[config.mk]
export PLATFORM = sky130hd
export DESIGN_NAME = tiny_npu_host_loader
export DESIGN_NICKNAME = d
export VERILOG_FILES = /design/src/rtl/tiny_npu_pkg.sv /design/src/rtl/tiny_npu_load_cnt.sv /design/src/rtl/tiny_npu_host_loader.sv
export SDC_FILE = /design/constraint.sdc
export NUM_CORES = 1
export LEC_CHECK = 0
export ABC_CLOCK_PERIOD_IN_PS = 2850
export BUFFER_PORTS_ARGS = -buffer_cell sky130_fd_sc_hd__buf_2
export CAP_MARGIN = 20
export CORE_UTILIZATION = 53
export CTS_CLUSTER_SIZE = 28
export DETAILED_ROUTE_END_ITERATION = 8
export PLACE_DENSITY_LB_ADDON = 0.12
export SETUP_SLACK_MARGIN = 0.1
export SYNTH_ARGS = -nofsm -noshare
export SYNTH_HDL_FRONTEND = slang
export SYNTH_HIERARCHICAL = 1
export SYNTH_SLANG_ARGS = --single-unit
[constraint.sdc]
create_clock -name clk -period 2.85 [get_ports clk]
set_input_delay 0.285 -clock clk [delete_from_list [all_inputs] [get_ports clk]]
set_output_delay 0.285 -clock clk [all_outputs]
set_load 0.03 [all_outputs]
[src/rtl/tiny_npu_pkg.sv]
// Shared definitions for the TinyNPU host loader.
//   npu_state_e : controller state codes as reported on npu_state
//   ldr_state_e : host loader sequencer states
package tiny_npu_pkg;

    typedef enum logic [1:0] {
        NPU_LD0 = 2'b00,
        NPU_MAC = 2'b01,
        NPU_LD1 = 2'b10,
        NPU_OUT = 2'b11
    } npu_state_e;

    typedef enum logic [2:0] {
        S_IDLE,
        S_LDX,
        S_LDW,
        S_GO,
        S_WAIT,
        S_FIN
    } ldr_state_e;

endpackage

[src/rtl/tiny_npu_load_cnt.sv]
// Enable/clear up-counter with terminal-count compare.
//   clk, rst : clock, async active-low reset
//   en, clr  : count enable, synchronous clear (clear wins)
//   tc_val   : terminal value compared against the current count
//   cnt, tc  : current count, cnt == tc_val
module tiny_npu_load_cnt #(
    parameter int W = 4
) (
    input  logic         clk,
    input  logic         rst,
    input  logic         en,
    input  logic         clr,
    input  logic [W-1:0] tc_val,
    output logic [W-1:0] cnt,
    output logic         tc
);

    always_ff @(posedge clk or negedge rst) begin
        if (!rst)       cnt <= '0;
        else if (clr)   cnt <= '0;
        else if (en)    cnt <= cnt + 1'b1;
    end

    assign tc = (cnt == tc_val);

endmodule

[src/rtl/tiny_npu_host_loader.sv]
// Host-side sequencer for one TinyNPU. Takes a layer-count command and a host
// word stream (SIZE x words, then one SIZE*SIZE row-major weight block per
// layer) and replays it as registered x/w load beats, then starts each layer.
//   cmd_*        : command handshake, nlayers field
//   in_*         : host data handshake
//   npu_*_load_* : registered load beats into the NPU (no backpressure)
//   npu_mac_val  : start/continue MAC, npu_out_val : final-layer output request
//   npu_ostream_req, npu_state : controller feedback
//   busy, done   : command in progress, 1-cycle completion pulse
module tiny_npu_host_loader
    import tiny_npu_pkg::*;
#(
    parameter int SIZE    = 4,
    parameter int DATA_W  = 8,
    parameter int LAYER_W = 4
) (
    input  logic                     clk,
    input  logic                     rst,
    input  logic                     cmd_val,
    output logic                     cmd_rdy,
    input  logic [LAYER_W-1:0]       cmd_nlayers,
    input  logic                     in_val,
    output logic                     in_rdy,
    input  logic [DATA_W-1:0]        in_data,
    output logic                     npu_x_load_val,
    output logic [DATA_W-1:0]        npu_x_load_data,
    output logic                     npu_w_load_val,
    output logic [$clog2(SIZE)-1:0]  npu_w_load_sel,
    output logic [DATA_W-1:0]        npu_w_load_data,
    output logic                     npu_mac_val,
    output logic                     npu_out_val,
    input  logic                     npu_ostream_req,
    input  logic [1:0]               npu_state,
    output logic                     busy,
    output logic                     done
);

    localparam int SEL_W  = $clog2(SIZE);
    localparam int BEAT_W = $clog2(SIZE*SIZE) + 1;

    ldr_state_e          state, state_nxt;
    npu_state_e          ns;
    logic                cmd_beat, in_beat, npu_in_ld, go_armed;
    logic                beat_en, beat_clr, beat_tc;
    logic [BEAT_W-1:0]   beat_idx, beat_tc_val;
    logic [LAYER_W-1:0]  nlayers_q, layer_cnt;
    logic                layer_inc, layer_en, last_layer, seen_req;

    assign ns        = npu_state_e'(npu_state);
    assign cmd_rdy   = (state == S_IDLE) && (ns == NPU_LD0);
    assign in_rdy    = (state == S_LDX) || (state == S_LDW);
    assign cmd_beat  = cmd_val && cmd_rdy;
    assign in_beat   = in_val && in_rdy;
    assign busy      = (state != S_IDLE);
    assign npu_in_ld = (ns == NPU_LD0) || (ns == NPU_LD1);

    // GO spends its first cycle idle (beat_idx==0) so the last weight beat,
    // which is registered, reaches the NPU before the start request.
    assign go_armed    = (state == S_GO) && (beat_idx != '0);
    assign beat_tc_val = (state == S_LDX) ? BEAT_W'(SIZE-1) : BEAT_W'(SIZE*SIZE-1);
    assign beat_clr    = (state_nxt != state);
    assign beat_en     = in_beat || ((state == S_GO) && (beat_idx == '0));
    assign layer_en    = layer_inc && (layer_cnt != '1);

    tiny_npu_load_cnt #(.W(BEAT_W)) u_beat_cnt (
        .clk(clk), .rst(rst), .en(beat_en), .clr(beat_clr),
        .tc_val(beat_tc_val), .cnt(beat_idx), .tc(beat_tc)
    );

    // Terminal count at nlayers-1 flags the final layer.
    tiny_npu_load_cnt #(.W(LAYER_W)) u_layer_cnt (
        .clk(clk), .rst(rst), .en(layer_en), .clr(cmd_beat),
        .tc_val(nlayers_q - 1'b1), .cnt(layer_cnt), .tc(last_layer)
    );

    always_ff @(posedge clk or negedge rst) begin
        if (!rst) state <= S_IDLE;
        else      state <= state_nxt;
    end

    always_comb begin
        state_nxt   = state;
        layer_inc   = 1'b0;
        npu_mac_val = 1'b0;
        npu_out_val = 1'b0;
        case (state)
            S_IDLE: if (cmd_beat && cmd_nlayers != '0) state_nxt = S_LDX;
            S_LDX:  if (in_beat && beat_tc) state_nxt = S_LDW;
            S_LDW:  if (in_beat && beat_tc) state_nxt = S_GO;
            S_GO: if (go_armed) begin
                if (npu_in_ld) begin
                    npu_out_val = last_layer;
                    npu_mac_val = !last_layer;
                end else if (last_layer) begin
                    state_nxt = S_FIN;
                end else begin
                    state_nxt = S_WAIT;
                    layer_inc = 1'b1;
                end
            end
            // Next layer's x stays inside the NPU; only weights are reloaded.
            S_WAIT: if ((seen_req || npu_ostream_req) && ns == NPU_LD1) state_nxt = S_LDW;
            S_FIN:  if (ns == NPU_OUT) state_nxt = S_IDLE;
            default: state_nxt = S_IDLE;
        endcase
    end

    always_ff @(posedge clk or negedge rst) begin
        if (!rst) begin
            nlayers_q       <= '0;
            seen_req        <= 1'b0;
            done            <= 1'b0;
            npu_x_load_val  <= 1'b0;
            npu_x_load_data <= '0;
            npu_w_load_val  <= 1'b0;
            npu_w_load_sel  <= '0;
            npu_w_load_data <= '0;
        end else begin
            if (cmd_beat) nlayers_q <= cmd_nlayers;
            seen_req <= (state == S_WAIT) && (seen_req || npu_ostream_req);
            // A zero-layer command completes without touching the NPU.
            done <= (cmd_beat && cmd_nlayers == '0) || (state == S_FIN && ns == NPU_OUT);
            npu_x_load_val <= in_beat && (state == S_LDX);
            npu_w_load_val <= in_beat && (state == S_LDW);
            if (in_beat && state == S_LDX) npu_x_load_data <= in_data;
            if (in_beat && state == S_LDW) begin
                npu_w_load_data <= in_data;
                npu_w_load_sel  <= SEL_W'(beat_idx / BEAT_W'(SIZE));
            end
        end
    end

endmodule

==> results.tsv, run 1 <==
stage	metric	value	unit
status	status	finished, final reports clean	
drt	Pre-antenna DRT Iters	4	
pwr	Comb pwr share	48.5	%
sta	Fin Setup TNS	0	ns
run	number of max-cap violations	0	
global_routing	initial antenna violation count	0	
critical_path	Buf/Inv on CP	1	
critical_path	Slowest Stage Delay on Critical Path	0.42	ns
synth	Syn Area/Cell	11.5	um^2
critical_path	CP max FO	4	
place	PortBufs	44	
clocking	clock-pin slew on the worst setup and hold paths	0.12	ns
sta	Pins Over Slew Limit	0	
sta	final setup vio count	0	
sta	worst hold margin	0.0237	ns
sta	worst-case clock skew	0.00873	ns
drt	Remaining DRCs	0	
synth	Synth area leader	dfrtp_1	
critical_path	Critical Path Source Type	flip-flop	
synth	number of flops mapped to enable cells by yosys	0	
critical_path	Required @ worst endpoint	2.57	ns
finish	Layout fillers	277	
sta	max_slew headroom	46.4	%
finish	Post-Layout Inst Area	2230	um^2
synth	ys flop type	dfrtp_1	
drt	Avg WL per Cell	14.0	um
floorplan	die width	61.8	um
place	gpl congestion	0.823	
critical_path	Worst EP arrival	2.20	ns
pwr	Internal Power	1.34	mW
clocking	total CTS buffers	5	
clocking	H-Tree Depth	2	
place	Final HPWL DP	2.72	mm
finish	area delta synth->final	17.5	%
place	placed inst area	2140	um^2
drt	DR vias	1391	
drt	1st-iter DRT viols	55	
finish	flip-flop and latch area	951	um^2
synth	post-synthesis sequential area ratio	50.2	%
floorplan	Die ar.	3820	um^2
clocking	CTS Root Cell	clkbuf_4	
sta	Final period util	87.3	%
place	dpl cells	250	
synth	synthesized area	1890	um^2
drt	DR vias/cell	5.39	
pwr	Power per Cell Area	1080	nW/um^2
clocking	Sink Count	38	
floorplan	Starting Density	55.9	%
finish	footprint of the multi-input gates	892	um^2
synth	#FFs+latches synth	38	
clocking	CTS tree	yes	
floorplan	io pins	45	
pwr	NetSw	1.06	mW
pwr	sequential share of power	36.6	%
synth	top cells by area, synth	dfrtp_1 50%, mux2_1 11%, xor2_1 5.1%	
critical_path	Crit-path slowest cell	dfrtp_1	
finish	most frequent cells in the layout	44 x buf_2, 38 x dfrtp_1, 19 x mux2_1, 11 x nor2_1, 11 x xor2_1	
sta	Worst Tran Pin Value	0.804	ns
global_routing	GRT overflow	0	
drt	Final Routed Wirelength	3.62	mm
pwr	Sw Share	44.2	%
synth	cells after synthesis	165	
finish	commonest non-fill, non-tap cell in the layout	buf_2	
floorplan	# rows	21	
pwr	leakage	1.12	nW
global_routing	GRT Total Usage	21.0	%
finish	share of layout cells above drive strength 1	28.8	%
global_routing	vias in the first global route	1252	
critical_path	cell with the most instances on the worst path	xor2_1	
global_routing	largest net degree at the start of global routing	39	
finish	Final #Nets	233	
finish	Diodes inserted	0	
global_routing	first-pass GRT wire length	5.65	mm
pwr	VDD IR max	0.569	mV
critical_path	crit end category	output pin	
synth	synth warn	6	
finish	Post-Layout Cell Count	258	
sta	final hold violation count	0	
sta	RSZ-0062 raised after global routing	false	
critical_path	crit-path leading delay family	simple AND/OR/NAND/NOR gates	
synth	post-synthesis async set-or-reset flop share	100	%
critical_path	Crit Path Class	reg2out	
critical_path	cell chain of the critical path	nor3_1, xor2_1, xor2_1, nor4_2, nor4b_1, buf_2	
drt	antenna viol nets, final	0	
sta	Tmin final	2.49	ns
clocking	Worst-Skew Late Latency	0.34	ns
pwr	Clock Power Share	14.9	%
floorplan	die height	61.8	um
sta	fmax	402	MHz
synth	Yosys cell types	44	
synth	area share of the largest cell type after synthesis	50.2	%
critical_path	register-to-register setup slack	0.36	ns
clocking	Clock Path Buffers	2	
min_path	worst hold path class	in2async	
clocking	Post-CTS Setup Inserts	0	
floorplan	CORE AREA	3390	um^2
through the flow:
| stage | power (mW) | utilization [%] | worst slack, ns |
|---|---|---|---|
| final | 2.40 | 65.7 | 0.361 |
| after global routing | 2.59 | 65.7 | 0.163 |
| after CTS | 2.41 | 65.5 | 0.219 |
| after detailed placement | 2.05 | 63.2 | 0.417 |
| after global placement | 2.00 | 63.2 | 0.542 |
| after floorplan | 1.76 | - | 0.210 |
power by group through the flow:
stage / clock (mW) / combinational [mW] / sequential [mW]
2_1_floorplan: 0 / 0.701 / 1.06
3_3_place_gp: 0 / 1.13 / 0.875
3_5_place_dp: 0 / 1.16 / 0.890
4_1_cts: 0.365 / 1.17 / 0.877
5_1_grt: 0.392 / 1.29 / 0.909
6_report: 0.357 / 1.17 / 0.880
cells by family (layout without fill, tap and decap cells):
kind of cell	after synthesis	count (layout)	synth area share, %
DFF	38	38	50.2
buffers and inverters	12	58	3.24
adders and majority gates	3	3	1.98
and+or+nand+nor	47	47	14.0
xor gates and xnor gates	16	16	7.40
other	2	3	0.396
muxes	25	25	14.8
AOI/OAI and AO/OA	22	22	7.99
worst reg2reg max path, stage by stage, from the launching register on:
cell and delay [ns]:
dfrtp_1 0.42, nor3_1 0.23, xor2_1 0.22, xor2_1 0.21, nor4_2 0.09, a41o_1 0.21
nor3_1 0.48, nand4_1 0.20, mux2_4 0.33
cell usage after synthesis (all sizes together), types with 2 or more instances:
master	number
nor2	11
a21oi	5
o21ai	6
nand2b	2
o211ai	3
nand3b	3
nand4	3
xor2	11
or4	2
xnor2	5
ha	3
mux2	21
clkbuf	2
dfrtp	38
buf	4
or3	2
inv	5
mux2i	4
nand2	9
nor3	5
nor2b	3
o22ai	2
nor4	2
conb	2
sequential cells by signal (all words and copies together), names as in the netlist, 2 cells and up:
| register | count |
|---|---|
| u_layer_cnt/cnt | 4 |
| nlayers_q | 4 |
| npu_w_load_sel | 2 |
| state | 3 |
| u_beat_cnt/cnt | 5 |
| npu_w_load_data | 8 |
| npu_x_load_data | 8 |
per-layer routing:
metal,wire length [um],global-route usage (%),up-vias
li1,-,-,672
met1,1690,27.4,684
met2,1740,32.4,33
met3,152,6.63,2
met4,28,8.57,0
met5,0,0,-
timing repair:
| item | 4_1_cts | 5_1_grt |
|---|---|---|
| endpoints found under the setup margin | 0 | 1 |
| hold buffers | 0 | 0 |
| resized for setup | 0 | 1 |
final timing paths:
| kind | startpoint | end | depth (start not counted) |
|---|---|---|---|
| min in group clk | in_data[2] | npu_w_load_data[2]$_DFFE_PN0P_ | 2 |
| worst min-delay path | rst | npu_x_load_data[1]$_DFFE_PN0P_ | 1 |
| worst min register to register | npu_w_load_data[2]$_DFFE_PN0P_ | npu_w_load_data[2]$_DFFE_PN0P_ | 1 |
| worst max register to register | nlayers_q[2]$_DFFE_PN0P_ | u_layer_cnt/cnt[3]$_DFFE_PN0P_ | 8 |
| worst max-delay path | nlayers_q[2]$_DFFE_PN0P_ | npu_out_val | 6 |
| max in group asynchronous | rst | state[0]$_DFF_PN0_ | 1 |
cell type report:
| type | instances | area share, % |
|---|---|---|
| Clock buffer | 5 | 1.69 |
| Multi-Input combinational cell | 116 | 40.1 |
| Inverter | 6 | 1.24 |
| Sequential cell | 38 | 42.7 |
| Clock inverter | 3 | 1.80 |
| Tap cell | 46 | 2.59 |
| Timing Repair Buffer | 44 | 9.89 |
Note: power is estimated with default switching activity, not from simulation.
==> run 2: changes to the inputs <==
--- a/config.mk
+++ b/config.mk
@@ -5,10 +5,10 @@
 export SDC_FILE = /design/constraint.sdc
 export NUM_CORES = 1
 export LEC_CHECK = 0
-export ABC_CLOCK_PERIOD_IN_PS = 2850
+export ABC_CLOCK_PERIOD_IN_PS = 2200
 export BUFFER_PORTS_ARGS = -buffer_cell sky130_fd_sc_hd__buf_2
 export CAP_MARGIN = 20
-export CORE_UTILIZATION = 53
+export CORE_UTILIZATION = 48
 export CTS_CLUSTER_SIZE = 28
 export DETAILED_ROUTE_END_ITERATION = 8
 export PLACE_DENSITY_LB_ADDON = 0.12
==> constraint.sdc (replaced) <==
create_clock -name clk -period 2.2 [get_ports clk]
set_input_delay 0.22 -clock clk [delete_from_list [all_inputs] [get_ports clk]]
set_output_delay 0.22 -clock clk [all_outputs]
set_load 0.03 [all_outputs]
==> run 2 against run 1 <==
Effect of this change:
- the run now ends with negative setup slack left
- core utilization up 1.0 points
- power increased by 47%
- non-clock buffer count up 17
- largest cell class is now multi-input gates
- critical path type unchanged
- clock skew hardly changed
- die area increased by 10%
- final cell count grew 7.4%
- clock power grew 42%
- sequential share of layout area decreased by 4.4 points
- sequential power is 23% higher
- setup slack worse by 0.46 ns
==> results.tsv, run 2 (synthesized netlist as in run 1, its figures left out) <==
stage	metric	value	unit
status	status	complete, but fails checks	
status	failing checks	negative setup slack	
floorplan	die width	64.8	um
critical_path	register-to-register setup slack	-0.02	ns
pwr	VDD IR max	0.694	mV
drt	DR vias	1457	
clocking	H-Tree Depth	2	
critical_path	cell with the most instances on the worst path	inv_1	
finish	commonest non-fill, non-tap cell in the layout	buf_2	
clocking	Sink Count	38	
pwr	Power per Cell Area	1430	nW/um^2
floorplan	io pins	45	
finish	footprint of the multi-input gates	981	um^2
global_routing	initial antenna violation count	0	
sta	max_slew headroom	44.9	%
finish	Layout fillers	289	
clocking	CTS tree	yes	
critical_path	Critical Path Source Type	flip-flop	
pwr	leakage	1.23	nW
sta	Pins Over Slew Limit	0	
drt	1st-iter DRT viols	48	
finish	most frequent cells in the layout	42 x buf_2, 38 x dfrtp_1, 19 x mux2_1, 16 x buf_4, 11 x nor2_1	
run	number of max-cap violations	0	
place	gpl congestion	0.861	
finish	Largest regs	npu_w_load_data x8, npu_x_load_data x8, u_beat_cnt/cnt x5	
sta	RSZ-0062 raised after global routing	true	
critical_path	Crit-path slowest cell	dfrtp_1	
clocking	CTS Root Cell	clkbuf_8	
critical_path	crit-path leading delay family	simple AND/OR/NAND/NOR gates	
floorplan	die height	64.8	um
critical_path	R2R cell count	10	
drt	Avg WL per Cell	14.8	um
sta	Tmin final	2.30	ns
sta	fmax	436	MHz
finish	share of layout cells above drive strength 1	39.3	%
critical_path	Buf/Inv on CP	4	
drt	Pre-antenna DRT Iters	4	
finish	Core Util, Final	66.7	%
sta	final setup vio count	3	
floorplan	# rows	22	
sta	Final period util	104	%
sta	Fin Setup TNS	-0.164	ns
clocking	total CTS buffers	5	
critical_path	FF-to-FF End	u_layer_cnt/cnt[3]$_DFFE_PN0P_	
finish	Diodes inserted	0	
critical_path	Slowest Stage Delay on Critical Path	0.37	ns
critical_path	Required @ worst endpoint	1.98	ns
drt	Remaining DRCs	0	
clocking	Worst-Skew Late Latency	0.30	ns
place	Final HPWL DP	2.86	mm
drt	antenna viol nets, final	0	
sta	worst hold margin	0.0130	ns
critical_path	r2r startpoint	nlayers_q[1]$_DFFE_PN0P_	
place	PortBufs	44	
critical_path	crit end category	output pin	
finish	Final #Nets	250	
sta	worst-case clock skew	0.00853	ns
global_routing	GRT Total Usage	21.9	%
critical_path	cell chain of the critical path	inv_1, ha_4, inv_1, xor2_1, nor4_2, buf_4, nor4b_4, buf_6	
sta	Worst Tran Pin Value	0.827	ns
critical_path	Worst EP arrival	2.08	ns
sta	final hold violation count	0	
global_routing	first-pass GRT wire length	6.84	mm
global_routing	GRT overflow	0	
pwr	Total Power	3.53	mW
floorplan	Starting Density	51.0	%
critical_path	CP max FO	2	
clocking	Clock Path Buffers	2	
min_path	worst hold path class	in2async	
global_routing	vias in the first global route	1492	
global_routing	largest net degree at the start of global routing	39	
critical_path	Crit Path Class	reg2out	
drt	DR vias/cell	5.26	
floorplan	Die ar.	4200	um^2
floorplan	CORE AREA	3720	um^2
drt	Final Routed Wirelength	4.10	mm
clocking	clock-pin slew on the worst setup and hold paths	0.08	ns
sta	worst setup margin	-0.0953	ns
finish	area delta synth->final	30.8	%
finish	flip-flop and latch area	951	um^2
==> run 2: cell types whose count changed in the layout (fill, tap and decap cells not counted), moves of 2 or more <==
cell | previous run | this run
buf_2 | 44 | 42
buf_4 | 0 | 16
buf_6 | 0 | 3
clkbuf_4 | 5 | 0
clkbuf_8 | 0 | 6
nor3_1 | 4 | 2
==> run 2: what timing repair did <==
item / in CTS / in global routing
hold buffers: 0 / 0
buffers inserted: 6 / 0
pin swaps: 4 / 5
resized for setup: 12 / 8
endpoints found under the setup margin: 2 / 12
==> run 2: worst register-to-register path, delay by kind of cell (launching register included) <==
family / cells / cell delay (ns)
buffers and inverters: 2 / 0.25
DFF: 1 / 0.39
xor gates and xnor gates: 2 / 0.41
AOI/OAI and AO/OA: 1 / 0.20
muxes: 1 / 0.33
and+or+nand+nor: 4 / 0.52
==> run 2: stage by stage <==
stage / std cells / worst slack (ns) / instance area, um^2
2_1_floorplan: 166 / -0.0228 / 1910
3_3_place_gp: 263 / 0.146 / 2240
3_5_place_dp: 263 / 0.105 / 2240
4_1_cts: 277 / -0.0994 / 2440
5_1_grt: 277 / -0.209 / 2480
6_report: 277 / -0.0953 / 2480
==> run 2: worst max path at each step <==
stage	from	to	slack, ns	depth (start not counted)
floorplan	nlayers_q[2]$_DFFE_PN0P_	npu_mac_val	-0.02	5
global placement	nlayers_q[0]$_DFFE_PN0P_	npu_out_val	0.15	8
finish	nlayers_q[1]$_DFFE_PN0P_	npu_out_val	-0.1	8
detailed placement	nlayers_q[2]$_DFFE_PN0P_	npu_out_val	0.11	7
global route	nlayers_q[1]$_DFFE_PN0P_	npu_out_val	-0.21	8
CTS	nlayers_q[1]$_DFFE_PN0P_	npu_out_val	-0.1	8
==> run 2: cell type report <==
cell class                      instances  share of cell area (%)
Multi-Input combinational cell        116                    39.6
Sequential cell                        38                    38.4
Timing Repair Buffer                   61                    14.7
Clock buffer                            6                    3.33
Tap cell                               48                    2.42
Inverter                                6                    1.11
Clock inverter                          2                   0.505
==> run 2: metal layers <==
metal	track usage, %	up-vias	wire, um
met5	0	-	0
met4	10.8	0	89
met3	4.93	9	159
met2	36.5	37	2040
met1	26.5	706	1800
li1	-	705	-
==> run 2: power breakdown <==
group | total [mW] | switching [mW] | internal [mW] | leakage (nW)
clock network | 0.508 | 0.257 | 0.252 | 0.0472
registers | 1.08 | 0.148 | 0.937 | 0.491
logic | 1.94 | 1.15 | 0.788 | 0.689
==> run 3: changes to the inputs <==
--- a/config.mk
+++ b/config.mk
@@ -8,9 +8,11 @@
 export ABC_CLOCK_PERIOD_IN_PS = 2200
 export BUFFER_PORTS_ARGS = -buffer_cell sky130_fd_sc_hd__buf_2
 export CAP_MARGIN = 20
+export CORE_ASPECT_RATIO = 1.1
 export CORE_UTILIZATION = 48
 export CTS_CLUSTER_SIZE = 28
 export DETAILED_ROUTE_END_ITERATION = 8
+export MAX_ROUTING_LAYER = met4
 export PLACE_DENSITY_LB_ADDON = 0.12
 export SETUP_SLACK_MARGIN = 0.1
 export SYNTH_ARGS = -nofsm -noshare
==> run 3 against run 2 <==
Effect of this change:
- the flow still finishes with violations (negative setup slack)
- core utilization fell by 1.4 points
- combinational power fell by 7%
- sequential power barely moved
- final cell count fell by 0.72%
- first-iteration DRC count rose by 13%
- register-to-register slack improved by 0.16 ns
- clock skew fell by 0.0067 ns
- setup slack got worse by 0.037 ns
- flip-flop and latch count did not move
- via count rose by 0.48%
- hold slack improved by 0.0019 ns
- cell area fell by 2.2%
- critical path type unchanged
- critical endpoint unchanged
- largest cell class is now sequential cells
- largest power group unchanged
- highest routed layer unchanged
==> results.tsv, run 3 (synthesized netlist as in run 1, its figures left out) <==
stage	metric	value	unit
status	status	complete, but fails checks	
status	failing checks	negative setup slack	
clocking	Worst-Skew Late Latency	0.29	ns
critical_path	crit end category	output pin	
place	gpl congestion	0.848	
critical_path	Worst EP arrival	2.11	ns
sta	Pins Over Slew Limit	0	
drt	Remaining DRCs	0	
critical_path	Worst Setup SP	nlayers_q[1]$_DFFE_PN0P_	
critical_path	FF-to-FF End	u_layer_cnt/cnt[3]$_DFFE_PN0P_	
floorplan	io pins	45	
sta	final hold violation count	0	
pwr	leakage	1.21	nW
sta	Final period util	106	%
floorplan	die width	61.9	um
critical_path	R2R cell count	9	
finish	footprint of the multi-input gates	948	um^2
sta	RSZ-0062 raised after global routing	true	
finish	Core Util, Final	65.3	%
clocking	Sink Count	38	
finish	share of layout cells above drive strength 1	36.4	%
clocking	CTS Root Cell	clkbuf_8	
critical_path	crit path capture	npu_out_val	
floorplan	CORE AREA	3710	um^2
drt	1st-iter DRT viols	54	
floorplan	die height	67.9	um
critical_path	Critical Path Source Type	flip-flop	
critical_path	CP max FO	3	
critical_path	Crit Path Class	reg2out	
clocking	Clock Path Buffers	2	
finish	commonest non-fill, non-tap cell in the layout	buf_2	
sta	worst-case clock skew	0.00183	ns
floorplan	Die ar.	4200	um^2
place	PortBufs	44	
finish	Layout fillers	290	
clocking	total CTS buffers	5	
pwr	Power per Cell Area	1430	nW/um^2
min_path	worst hold path class	in2async	
sta	max_slew headroom	45.6	%
global_routing	first-pass GRT wire length	6.39	mm
global_routing	initial antenna violation count	0	
floorplan	Starting Density	51.0	%
place	Place WS	0.0991	ns
place	Final HPWL DP	2.90	mm
critical_path	Required @ worst endpoint	1.98	ns
run	number of max-cap violations	0	
sta	Tmin final	2.33	ns
drt	antenna viol nets, final	0	
critical_path	register-to-register setup slack	0.14	ns
global_routing	GRT overflow	0	
drt	DR vias/cell	5.32	
sta	worst setup margin	-0.132	ns
clocking	H-Tree Depth	2	
clocking	clock-pin slew on the worst setup and hold paths	0.07	ns
clocking	CTS tree	yes	
drt	Pre-antenna DRT Iters	4	
finish	most frequent cells in the layout	42 x buf_2, 38 x dfrtp_1, 19 x mux2_1, 14 x buf_4	
drt	Final Routed Wirelength	3.95	mm
critical_path	r2r startpoint	nlayers_q[0]$_DFFE_PN0P_	
floorplan	# rows	23	
pwr	VDD IR max	0.765	mV
drt	DR vias	1464	
sta	Worst Tran Pin Value	0.815	ns
finish	Diodes inserted	0	
finish	Final #Nets	246	
global_routing	GRT Total Usage	21.9	%
drt	Avg WL per Cell	14.4	um
finish	area delta synth->final	28.0	%
global_routing	largest net degree at the start of global routing	39	
global_routing	vias in the first global route	1464	
finish	flip-flop and latch area	951	um^2
sta	fmax	429	MHz
finish	Largest regs	npu_w_load_data x8, npu_x_load_data x8, u_beat_cnt/cnt x5	
sta	final setup vio count	2	
[run 3: cell types whose count changed in the layout (fill, tap and decap cells not counted), sizes merged]
cell | previous run | this run
buf | 61 | 57
bufinv | 0 | 1
clkbuf | 6 | 5
clkinv | 2 | 3
clkinvlp | 1 | 0
[run 3: how the worst min path moves through the flow]
stage | endpoint | cells after the start | slack (ns) | start
after floorplan | done$_DFF_PN0_ | 0 | -0.08 | rst
after global placement | npu_x_load_data[6]$_DFFE_PN0P_ | 1 | 0.35 | rst
after detailed placement | npu_w_load_data[5]$_DFFE_PN0P_ | 1 | 0.37 | rst
after CTS | npu_x_load_data[0]$_DFFE_PN0P_ | 1 | 0.05 | rst
after global routing | npu_w_load_data[4]$_DFFE_PN0P_ | 1 | 0.1 | rst
final | npu_w_load_data[5]$_DFFE_PN0P_ | 1 | 0.01 | rst
[run 3: through the flow]
step                total power, mW  hold slack, ns  std cells  area [um^2]  setup TNS, ns
detailed placement             2.78           0.368        265         2240              0
CTS                            3.46          0.0537        275         2400         -0.239
global route                   3.72          0.0966        275         2420         -0.456
finish                         3.47          0.0149        275         2420         -0.188
global placement               2.72           0.350        265         2240              0
floorplan                      2.30         -0.0756        166         1910        -0.0228
[run 3: critical path: stages (launching register included)]
cell	delay, ns
dfrtp_1	0.40
inv_2	0.07
ha_4	0.16
xor2_1	0.14
xor2_1	0.16
nor4_2	0.34
buf_4	0.18
nor4b_4	0.21
buf_6	0.17
[run 3: per-layer routing]
| metal | global-route usage (%) | vias up | wire length [um] |
|---|---|---|---|
| met5 | - | - | 0 |
| met4 | 9.17 | 0 | 53 |
| met3 | 3.97 | 6 | 174 |
| met2 | 37.6 | 39 | 2000 |
| met1 | 24.7 | 727 | 1730 |
| li1 | - | 692 | - |
[run 3: cell type report]
class | instances | share of cell area, %
flip-flops and latches | 38 | 39.2
multi-input cells | 116 | 39.1
repair buffers | 57 | 13.5
clock buffers | 5 | 2.84
well taps | 50 | 2.58
clock inverters | 3 | 1.65
inverters | 6 | 1.14
[run 3: where the power goes]
part           switching [mW]  leakage [nW]  internal [mW]
clock                   0.248        0.0579          0.334
combinational            1.10         0.660          0.711
sequential              0.139         0.491          0.937
total                    1.49          1.21           1.98
[run 3: timing repair]
item / in CTS / in global routing
hold buffers: 0 / 0
endpoints found under the setup margin: 2 / 11
setup buffers: 2 / 0
resized for setup: 9 / 4
pin swaps: 2 / 4
